--- src/rtl/mips_mc_hs.sv ---
// Multi-cycle MIPS32-subset core with req/ack instruction and data memory ports.
// Optional performance counters are enabled with `define MIPS_MC_HS_PERF_EN.
//
// state  | meaning
// FETCH  | request instruction at PC, latch IR on imem_ack
// DECODE | read rs/rt, extend immediate, arm multiply counter
// EXEC   | ALU op / resolve branch or jump / dispatch LW,SW,BREAK
// MEM    | data access, held until dmem_ack
// WB     | register write, PC += 4, retire
// HALT   | terminal after BREAK, left only by reset
module mips_mc_hs #(
  parameter logic [31:0] PC_INIT    = 32'h0,
  parameter logic [31:0] SP_INIT    = 32'h0,
  parameter logic [31:0] RA_INIT    = 32'h0,
  parameter int unsigned MUL_STAGES = 0
) (
  input  logic        clk,
  input  logic        reset,
  output logic        imem_req,
  output logic [31:0] imem_addr,
  input  logic        imem_ack,
  input  logic [31:0] imem_rdata,
  output logic        dmem_req,
  output logic        dmem_we,
  output logic [31:0] dmem_addr,
  output logic [31:0] dmem_wdata,
  input  logic        dmem_ack,
  input  logic [31:0] dmem_rdata,
  output logic        retire,
  output logic        halted
`ifdef MIPS_MC_HS_PERF_EN
  ,
  output logic [31:0] cycle_count,
  output logic [31:0] instr_count
`endif
);

  typedef enum logic [2:0] {
    S_FETCH, S_DECODE, S_EXEC, S_MEM, S_WB, S_HALT
  } state_t;

  localparam logic [2:0] MUL_N = 3'(MUL_STAGES);

  state_t      state_q, state_d;
  logic [31:0] pc_q, pc_d, ir_q, ir_d;
  logic [31:0] a_q, a_d, b_q, b_d, imm_q, imm_d, res_q, res_d;
  logic [2:0]  mcnt_q, mcnt_d;
  logic [31:0] rf_q [32];

  logic        rf_we;
  logic [4:0]  rf_waddr;
  logic [31:0] rf_wdata;
  logic        retire_c;

  logic [5:0]  op, funct;
  logic [4:0]  rs, rt, rd, shamt;
  logic [15:0] imm16;
  assign op    = ir_q[31:26];
  assign rs    = ir_q[25:21];
  assign rt    = ir_q[20:16];
  assign rd    = ir_q[15:11];
  assign shamt = ir_q[10:6];
  assign funct = ir_q[5:0];
  assign imm16 = ir_q[15:0];

  logic is_jr, is_brk, is_j, is_jal, is_beq, is_bne, is_lw, is_sw, is_mul;
  assign is_jr  = (op == 6'h00) && (funct == 6'h08);
  assign is_brk = (op == 6'h00) && (funct == 6'h0D);
  assign is_j   = (op == 6'h02);
  assign is_jal = (op == 6'h03);
  assign is_beq = (op == 6'h04);
  assign is_bne = (op == 6'h05);
  assign is_lw  = (op == 6'h23);
  assign is_sw  = (op == 6'h2B);
  assign is_mul = (op == 6'h1C) && (funct == 6'h02);

  logic [31:0] pc_plus4, br_tgt, j_tgt;
  assign pc_plus4 = pc_q + 32'd4;
  assign br_tgt   = pc_plus4 + {imm_q[29:0], 2'b00};
  assign j_tgt    = {pc_plus4[31:28], ir_q[25:0], 2'b00};

  logic [31:0] alu;
  logic        wen;
  logic [4:0]  waddr;

  // Unknown opcodes and functs leave wen low and fall through to WB as a NOP.
  always_comb begin
    alu   = 32'h0;
    wen   = 1'b0;
    waddr = rd;
    case (op)
      6'h00: begin
        wen = 1'b1;
        case (funct)
          6'h00:   alu = b_q << shamt;
          6'h21:   alu = a_q + b_q;
          6'h23:   alu = a_q - b_q;
          6'h24:   alu = a_q & b_q;
          6'h25:   alu = a_q | b_q;
          6'h2A:   alu = {31'b0, $signed(a_q) < $signed(b_q)};
          default: wen = 1'b0;
        endcase
      end
      6'h1C: if (funct == 6'h02) begin alu = a_q * b_q; wen = 1'b1; end
      6'h09: begin alu = a_q + imm_q; wen = 1'b1; waddr = rt; end
      6'h0A: begin alu = {31'b0, $signed(a_q) < $signed(imm_q)}; wen = 1'b1; waddr = rt; end
      6'h0C: begin alu = a_q & imm_q; wen = 1'b1; waddr = rt; end
      6'h0D: begin alu = a_q | imm_q; wen = 1'b1; waddr = rt; end
      6'h0F: begin alu = imm_q; wen = 1'b1; waddr = rt; end
      6'h23: begin alu = a_q + imm_q; wen = 1'b1; waddr = rt; end
      6'h2B: alu = a_q + imm_q;
      default: ;
    endcase
  end

  always_comb begin
    state_d  = state_q;
    pc_d     = pc_q;
    ir_d     = ir_q;
    a_d      = a_q;
    b_d      = b_q;
    imm_d    = imm_q;
    res_d    = res_q;
    mcnt_d   = mcnt_q;
    rf_we    = 1'b0;
    rf_waddr = waddr;
    rf_wdata = res_q;
    retire_c = 1'b0;
    case (state_q)
      S_FETCH: begin
        if (imem_ack) begin
          ir_d    = imem_rdata;
          state_d = S_DECODE;
        end
      end
      S_DECODE: begin
        a_d = rf_q[rs];
        b_d = rf_q[rt];
        if (op == 6'h0C || op == 6'h0D) imm_d = {16'h0, imm16};
        else if (op == 6'h0F)           imm_d = {imm16, 16'h0};
        else                            imm_d = {{16{imm16[15]}}, imm16};
        mcnt_d  = MUL_N;
        state_d = S_EXEC;
      end
      S_EXEC: begin
        res_d = alu;
        if (is_mul && mcnt_q != 3'd0) begin
          mcnt_d = mcnt_q - 3'd1;
        end else if (is_beq || is_bne || is_j || is_jal || is_jr) begin
          pc_d = pc_plus4;
          if ((is_beq && a_q == b_q) || (is_bne && a_q != b_q)) pc_d = br_tgt;
          if (is_j || is_jal) pc_d = j_tgt;
          if (is_jr) pc_d = a_q;
          if (is_jal) begin
            rf_we    = 1'b1;
            rf_waddr = 5'd31;
            rf_wdata = pc_plus4;
          end
          retire_c = 1'b1;
          state_d  = S_FETCH;
        end else if (is_lw || is_sw) begin
          state_d = S_MEM;
        end else if (is_brk) begin
          state_d = S_HALT;
        end else begin
          state_d = S_WB;
        end
      end
      S_MEM: begin
        if (dmem_ack) begin
          if (is_lw) begin
            res_d   = dmem_rdata;
            state_d = S_WB;
          end else begin
            pc_d     = pc_plus4;
            retire_c = 1'b1;
            state_d  = S_FETCH;
          end
        end
      end
      S_WB: begin
        rf_we    = wen;
        pc_d     = pc_plus4;
        retire_c = 1'b1;
        state_d  = S_FETCH;
      end
      S_HALT: ;
      default: state_d = S_FETCH;
    endcase
  end

  always_ff @(posedge clk) begin
    if (reset) begin
      state_q <= S_FETCH;
      pc_q    <= PC_INIT;
      ir_q    <= 32'h0;
      a_q     <= 32'h0;
      b_q     <= 32'h0;
      imm_q   <= 32'h0;
      res_q   <= 32'h0;
      mcnt_q  <= 3'd0;
    end else begin
      state_q <= state_d;
      pc_q    <= pc_d;
      ir_q    <= ir_d;
      a_q     <= a_d;
      b_q     <= b_d;
      imm_q   <= imm_d;
      res_q   <= res_d;
      mcnt_q  <= mcnt_d;
    end
  end

  always_ff @(posedge clk) begin
    if (reset) begin
      for (int i = 0; i < 32; i++)
        rf_q[i] <= (i == 29) ? SP_INIT : (i == 31) ? RA_INIT : 32'h0;
    end else if (rf_we && rf_waddr != 5'd0) begin
      rf_q[rf_waddr] <= rf_wdata;
    end
  end

  // Requests are masked by reset so they drop as soon as reset is sampled.
  assign imem_req   = (state_q == S_FETCH) && !reset;
  assign imem_addr  = pc_q;
  assign dmem_req   = (state_q == S_MEM) && !reset;
  assign dmem_we    = dmem_req && is_sw;
  assign dmem_addr  = res_q;
  assign dmem_wdata = b_q;
  assign retire     = retire_c && !reset;
  assign halted     = (state_q == S_HALT);

`ifdef MIPS_MC_HS_PERF_EN
  logic [31:0] cyc_cnt_q, ins_cnt_q;
  always_ff @(posedge clk) begin
    if (reset) begin
      cyc_cnt_q <= 32'h0;
      ins_cnt_q <= 32'h0;
    end else begin
      if (state_q != S_HALT) cyc_cnt_q <= cyc_cnt_q + 32'd1;
      if (retire_c)          ins_cnt_q <= ins_cnt_q + 32'd1;
    end
  end
  assign cycle_count = cyc_cnt_q;
  assign instr_count = ins_cnt_q;
`endif

endmodule

--- config.mk ---
export PLATFORM = sky130hd
export DESIGN_NAME = mips_mc_hs
export DESIGN_NICKNAME = d
export VERILOG_FILES = /design/src/rtl/mips_mc_hs.sv
export SDC_FILE = /design/constraint.sdc
export NUM_CORES = 2
export LEC_CHECK = 0
export BUFFER_PORTS_ARGS = -buffer_cell sky130_fd_sc_hd__buf_2
export CAP_MARGIN = 0
export CORE_ASPECT_RATIO = 0.9
export CORE_MARGIN = 5
export CORE_UTILIZATION = 62
export CTS_CLUSTER_SIZE = 16
export DETAILED_ROUTE_END_ITERATION = 6
export HOLD_SLACK_MARGIN = 0.1
export PLACE_DENSITY = 0.81
export SLEW_MARGIN = 20
export SYNTH_ARGS = -nofsm -noshare
export SYNTH_HDL_FRONTEND = slang
export SYNTH_SLANG_ARGS = --single-unit
--- constraint.sdc ---
create_clock -name clk -period 17.4 [get_ports clk]
set_clock_uncertainty 0.1 [all_clocks]
set_input_delay 3.48 -clock clk [delete_from_list [all_inputs] [get_ports clk]]
set_output_delay 3.48 -clock clk [all_outputs]
set_load 0.02 [all_outputs]
* Word level (Yosys, flattened, before mapping) *
Memories as Yosys holds them, arrays and structs flattened. A register that Yosys moved wholly into a read port is not among the register bits.
Cells that the tools add are included.
Widths: inputs -> output; s select.

word-level totals
  flip-flop bits (word level) = 134
  bits in writable memories = 1024
  output and inout bits = 101
  memories = 1

cells by class
  add/subtract/negate cells = 6
  multiply operators = 1
  magnitude comparators = 2
  equal/unequal tests = 34
  shift-type cells = 1
  multiplexer cells = 55
  bitwise operators = 5
  reductions and logical operators = 37

memories
  name  depth  bits a word  read ports  clocked after Yosys merged registers in  wr ports  RTL line  source
  rf_q  32     32           2           2                                        32        48        logic [31:0] rf_q [32];

operator list
  kind                   count
  $mux 32                16
  $pmux 32 s7            1
  $pmux 32 s6            1
  $add 32x32->32         3
  $pmux 32 s3            1
  $and 32x32->32         2
  $lt 32x32->1           2
  $or 32x32->32          2
  $pmux 32 s2            1
  $eq 6x4->1 const B     7
  $eq 6x6->1 const B     7
  $add 32x3->32 const B  1
  $eq 32x32->1           1
  $mul 32x32->32         1
  $ne 32x32->1           1
  $reduce_or 32->1       1
  $shl 32x5->32          1
  $sub 32x32->32         1
  $mux 31                1
  $mux 5                 6
  $mux 3                 7
  $eq 6x2->1 const B     3
  $mux 1                 16
  $pmux 3 s5             1
  25 further kinds       57

* Depth between registers and ports, before layout *
  depth in word-level cells = 15
  depth in mapped cells = 29

* Worst setup path after synthesis *
No wires, ideal clock.

  kind = in2out
  start = input reset
  end = output imem_req
  arrival time = 4.702 ns
  required time = 13.820 ns
  slack = 9.118 ns
  stages on the path = 4
  path buffers = 3
  path through = clkbuf_1 -> clkbuf_1 -> clkbuf_1 -> nor4_1

between the ends
  word-level cells in the longest chain between the ends = 2

RTL lines
  what               RTL line  source
  start, declared    18        input logic reset,
  $logic_not 1->1    224       assign imem_req = (state_q == S_FETCH) && !reset;
  $logic_and 1x1->1  224
  end, declared      19        output logic imem_req,

Every way passes these cells.

* Worst setup path after layout *
  start = register b_q[3], in the netlist dmem_wdata[3], read port of rf_q
  end = register res_q[31], in the netlist dmem_addr[31]

between the ends
  word-level cells in the longest chain between the ends = 4

RTL lines
  what                                           RTL line  source
  start, declared                                46        logic [31:0] a_q, a_d, b_q, b_d, imm_q, imm_d, res_q, res_d;
  $mul 32x32->32 (tied with other cells)         104       6'h1C: if (funct == 6'h02) begin alu = a_q * b_q; wen = 1'b1; end
  $mux 32 / $pmux 32 s6 (equally long branches)  104, 94
  $pmux 32 s7 (*)                                91        case (op)
  $pmux 32 s2 (*)                                129       case (state_q)
  end signal, assigned                           209       res_q <= res_d;
  end, declared                                  46

Every way passes the cells marked *; elsewhere a longest branch is shown, timed or not.
A chain may end at the register's enable or synchronous reset.

==> run summary <==
Placed design
• **Placer Congestion** 1.055
• **DPL Wire Length** 237,800 µm
• **Setup Slack @ Placement** 8.515 ns
• **number of I/O port buffers** 168
• **DP Cell Count** 9,384
• **cell area after placement** 0.09038 mm²

GRT
• **GR Util met2** 71.79%
• **gr ovfl total** 0
• **met3 track demand over resource in global routing** 19.94%
• **number of global-route vias before repair** 73,020
• **maximum number of pins on one net before global-route repair** 126
• **first-pass GRT wire length** 526,300 µm
• **GRT busiest layer** met2
• **GR met1 Demand/Resource** 59.45%
• **aggregate global-route resource usage** 50.24%
• **antenna violations before repair** 35

Finish
• **area of all placed cells without fillers** 0.09443 mm²
• **final core occ** 67.66%
• **# nets final** 8,487
• **final non-filler cell total** 9,631
• **Area Growth Syn to Fin** 8.459%
• **layout cells sized above 1** 18.25%

Synth
• **async set-reset flop share out of synthesis** 0%
• **Post-Synthesis Mean Instance Area** 11.28 µm²
• **count of cell types in the netlist** 88
• **count of warnings emitted by yosys** 0
• **area share of xor/xnor cells in the synthesized design** 2.002%
• **post-synthesis instance total** 7,720
• **area fraction in compound gates after synthesis** 7.531%
• **flip-flop and latch count after synthesis** 1,222
• **cell area after technology mapping** 0.08706 mm²
• **leading cell types by count after synthesis** sky130_fd_sc_hd__nor2_1 (1,534), sky130_fd_sc_hd__edfxtp_1 (1,024), sky130_fd_sc_hd__mux4_2 (667)
• **main combinational cell family by area after synthesis** multiplexers
• **proportion of netlist area held by the largest area contributor** 35.32%
• **share of synthesized cell area in full adder, half adder and majority cells** 14.46%
• **most used flip-flop cell after synthesis** sky130_fd_sc_hd__edfxtp_1
• **count of flip-flops with a built-in enable after synthesis** 1,024
• **post-synthesis cell type with the largest combined area** sky130_fd_sc_hd__edfxtp_1
• **multiplexer share of the synthesized area** 19.16%
• **most frequent cell after synthesis** sky130_fd_sc_hd__nor2_1
• **synth top area cells** sky130_fd_sc_hd__edfxtp_1 (35%), sky130_fd_sc_hd__mux4_2 (17%), sky130_fd_sc_hd__fa_1 (9.5%)
• **share of synthesized cell area in and, or, nand and nor gates** 11.83%
• **share of synthesized area occupied by flip-flops and latches** 39.87%

Status
• **outcome** finished with violations
• **violated checks** design-rule violations

Die
• **die footprint** 0.1480 mm²
• **placeable core region** 0.1396 mm²
• **horizontal extent of the die** 405 µm
• **cell row count** 130
• **effective utilization at floorplan** 62.38%
• **height of the chip** 365.5 µm
• **boundary pin count** 169

Min path
• **depth of the worst hold-timing path** 2
• **hold path startpoint** a_q[2]
• **Min-Delay Endpoint** a_q[2]
• **type of the most critical hold path** reg -> reg

Power
• **register share of total power** 41.1%
• **total power of the final layout** 8.332 mW
• **total power per unit cell area** 88.24 mW/mm²
• **logic gate share of total power** 26.5%
• **clock share of power** 32.4%
• **Peak VDD IR** 0.0001036 V
• **switching fraction of total power** 34.74%
• **leakage power** 33.75 nW
• **Power Internal** 5.437 mW
• **net switching power** 2.895 mW

Critical path
• **Worst Reg2Reg Path Length in Cells** 24
• **Setup Crit Path Kind** reg -> reg
• **maximum fanout count along the critical path** 14
• **startpoint of the most critical register-to-register path** dmem_wdata[3]
• **data arrival time of the critical path** 9.65 ns
• **Register-to-Register Setup Slack** 8.27 ns
• **worst reg2reg path endpoint** dmem_addr[31]
• **Required @ worst endpoint** 17.92 ns
• **critical path startpoint** dmem_wdata[3]
• **Setup crit start kind** flip-flop
• **type of element capturing the critical path** flip-flop

Route
• **number of DRC violations after detailed routing** 245
• **Final ANT Viol Nets** 0
• **aggregate routed wire length** 373,600 µm
• **routed vias/inst** 7.710
• **wire length per cell** 38.79 µm
• **DR pass1 iterations** 7
• **via count** 74,250
• **initial detailed-routing violation count** 14,240

Timing
• **actual slew at the worst max-slew pin** 1.157 ns
• **setup-violating endpoint count in the final report** 0
• **Max Clk Rate** 109.6 MHz
• **portion of the clock cycle consumed by the worst path in the final layout** 52.45%
• **endpoints failing hold** 0
• **fin. max-slew vios** 0
• **worst hold margin** 0.3623 ns
• **RSZ-0062 raised after global routing** false
• **Period minus WS final** 9.126 ns
• **headroom to the max-slew limit** 22.85%
• **sum of negative setup slack** 0 ns
• **final critical-path setup slack** 8.274 ns

Clock network
• **number of buffers on the longest clock path** 3
• **postcts setup bufs** 0
• **Resize count post-CTS** 0
• **worst skew pair latency** 0.84 ns
• **deepest level of the CTS H-tree** 3
• **TritonCTS Sinks** 1,222
• **number of hold buffers added after cts** 0
• **Num CTS Buffers** 120
• **clock tree from TritonCTS** yes
• **root buffer cell** sky130_fd_sc_hd__clkbuf_16
• **register clock-pin slew on the reported worst setup and hold paths** 0.07 ns

Job
• **MaxCap Viol Count** 0

## cells by family (layout without fill, tap and decap cells)
group / count (synthesis) / after routing
and+or+nand+nor: 2502 / 2502
DFF: 1222 / 1222
buffers and inverters: 1186 / 1196
AOI/OAI and AO/OA: 1019 / 1019
muxes: 832 / 832
adders and majority gates: 759 / 759
xor gates and xnor gates: 199 / 199
other: 1 / 54
## critical path, stage by stage (launching register included)
cell and delay, ns:
sky130_fd_sc_hd__dfxtp_1 0.82, sky130_fd_sc_hd__inv_1 0.48, sky130_fd_sc_hd__buf_4 0.33, sky130_fd_sc_hd__nor2_1 0.14
sky130_fd_sc_hd__fa_1 0.43, sky130_fd_sc_hd__inv_1 0.08, sky130_fd_sc_hd__fa_1 0.42, sky130_fd_sc_hd__fa_1 0.48
sky130_fd_sc_hd__fa_1 0.55, sky130_fd_sc_hd__inv_1 0.04, sky130_fd_sc_hd__ha_1 0.26, sky130_fd_sc_hd__ha_1 0.31
sky130_fd_sc_hd__fa_1 0.51, sky130_fd_sc_hd__fa_1 0.43, sky130_fd_sc_hd__ha_1 0.37, sky130_fd_sc_hd__a21oi_1 0.19
sky130_fd_sc_hd__nor2b_1 0.10, sky130_fd_sc_hd__or4b_1 0.55, sky130_fd_sc_hd__a211oi_1 0.71, sky130_fd_sc_hd__o211ai_1 0.26
sky130_fd_sc_hd__a221o_1 0.38, sky130_fd_sc_hd__a31oi_1 0.22, sky130_fd_sc_hd__xnor2_1 0.24, sky130_fd_sc_hd__a221oi_1 0.16
sky130_fd_sc_hd__a2111oi_0 0.36
## worst max-delay path by stage
stage | end | slack [ns]
floorplan | imem_req | 9.12
global placement | dmem_addr[31] | 8.82
detailed placement | dmem_addr[31] | 8.51
CTS | dmem_addr[31] | 8.46
global route | dmem_addr[31] | 8.09
finish | dmem_addr[31] | 8.27
## power groups by stage
| stage | Sequential (mW) | Combinational (mW) | Clock, mW |
|---|---|---|---|
| 2_1_floorplan | 3.41 | 1.24 | 0 |
| 3_3_place_gp | 3.44 | 2.02 | 0 |
| 3_5_place_dp | 3.46 | 2.04 | 0 |
| 4_1_cts | 3.41 | 2.07 | 2.66 |
| 5_1_grt | 3.42 | 2.23 | 2.80 |
| 6_report | 3.43 | 2.21 | 2.70 |
## flip-flops by register name, summed over array words and instances, names as in the netlist
signal / flops
rf_q: 1024
a_q: 32
dmem_addr: 32
dmem_wdata: 32
imem_addr: 32
imm_q: 32
ir_q: 32
mcnt_q: 3
state_q: 3
## final cells by class
type                    instances  area, µm²
flip-flops and latches       1222      34750
inverters                     553       2078
diodes                         22      55.05
well taps                    1848       2312
clock buffers                 155       3224
clock inverters                68      713.2
multi-input cells            5343      48490
repair buffers                420       2804
fillers                      9624      45130
## per-layer routing
layer / up-vias / part of all wire (%)
li1: 27430 / -
met2: 8578 / 42
met4: 24 / 12
met5: - / 0.066
met1: 35520 / 30
met3: 2693 / 16
## layout by cell type (no fill, tap or decap), types with 21 or more instances in the layout
master / synthesis / routed
sky130_fd_sc_hd__xor2_1: 63 / 63
sky130_fd_sc_hd__clkbuf_1: 529 / 26
sky130_fd_sc_hd__o221ai_1: 29 / 29
sky130_fd_sc_hd__o211ai_1: 42 / 42
sky130_fd_sc_hd__a211oi_1: 39 / 39
sky130_fd_sc_hd__fa_1: 412 / 412
sky130_fd_sc_hd__buf_4: 0 / 247
sky130_fd_sc_hd__buf_2: 10 / 167
sky130_fd_sc_hd__ha_1: 347 / 347
sky130_fd_sc_hd__o21ai_0: 242 / 242
sky130_fd_sc_hd__nand3_1: 53 / 51
sky130_fd_sc_hd__a21oi_1: 295 / 283
sky130_fd_sc_hd__inv_1: 536 / 535
sky130_fd_sc_hd__a22oi_1: 36 / 36
sky130_fd_sc_hd__dfxtp_1: 198 / 182
sky130_fd_sc_hd__a31oi_1: 29 / 29
sky130_fd_sc_hd__nor2b_1: 33 / 33
sky130_fd_sc_hd__mux4_2: 667 / 667
sky130_fd_sc_hd__o21bai_1: 24 / 24
sky130_fd_sc_hd__diode_2: 0 / 22
sky130_fd_sc_hd__conb_1: 1 / 32
sky130_fd_sc_hd__nand2b_1: 69 / 37
sky130_fd_sc_hd__clkbuf_16: 0 / 120
sky130_fd_sc_hd__clkinv_2: 0 / 21
sky130_fd_sc_hd__edfxtp_1: 1024 / 1024
sky130_fd_sc_hd__a221oi_1: 56 / 56
sky130_fd_sc_hd__o22ai_1: 35 / 35
sky130_fd_sc_hd__a21o_1: 33 / 33
sky130_fd_sc_hd__clkinv_1: 12 / 31
sky130_fd_sc_hd__mux2i_1: 156 / 135
sky130_fd_sc_hd__nor2_1: 1534 / 1531
sky130_fd_sc_hd__nor3_1: 80 / 75
sky130_fd_sc_hd__xnor2_1: 136 / 136
sky130_fd_sc_hd__and3_1: 32 / 31
sky130_fd_sc_hd__nand2b_2: 0 / 32
sky130_fd_sc_hd__nand2_1: 582 / 568
Power figures use the tool's default switching activity.
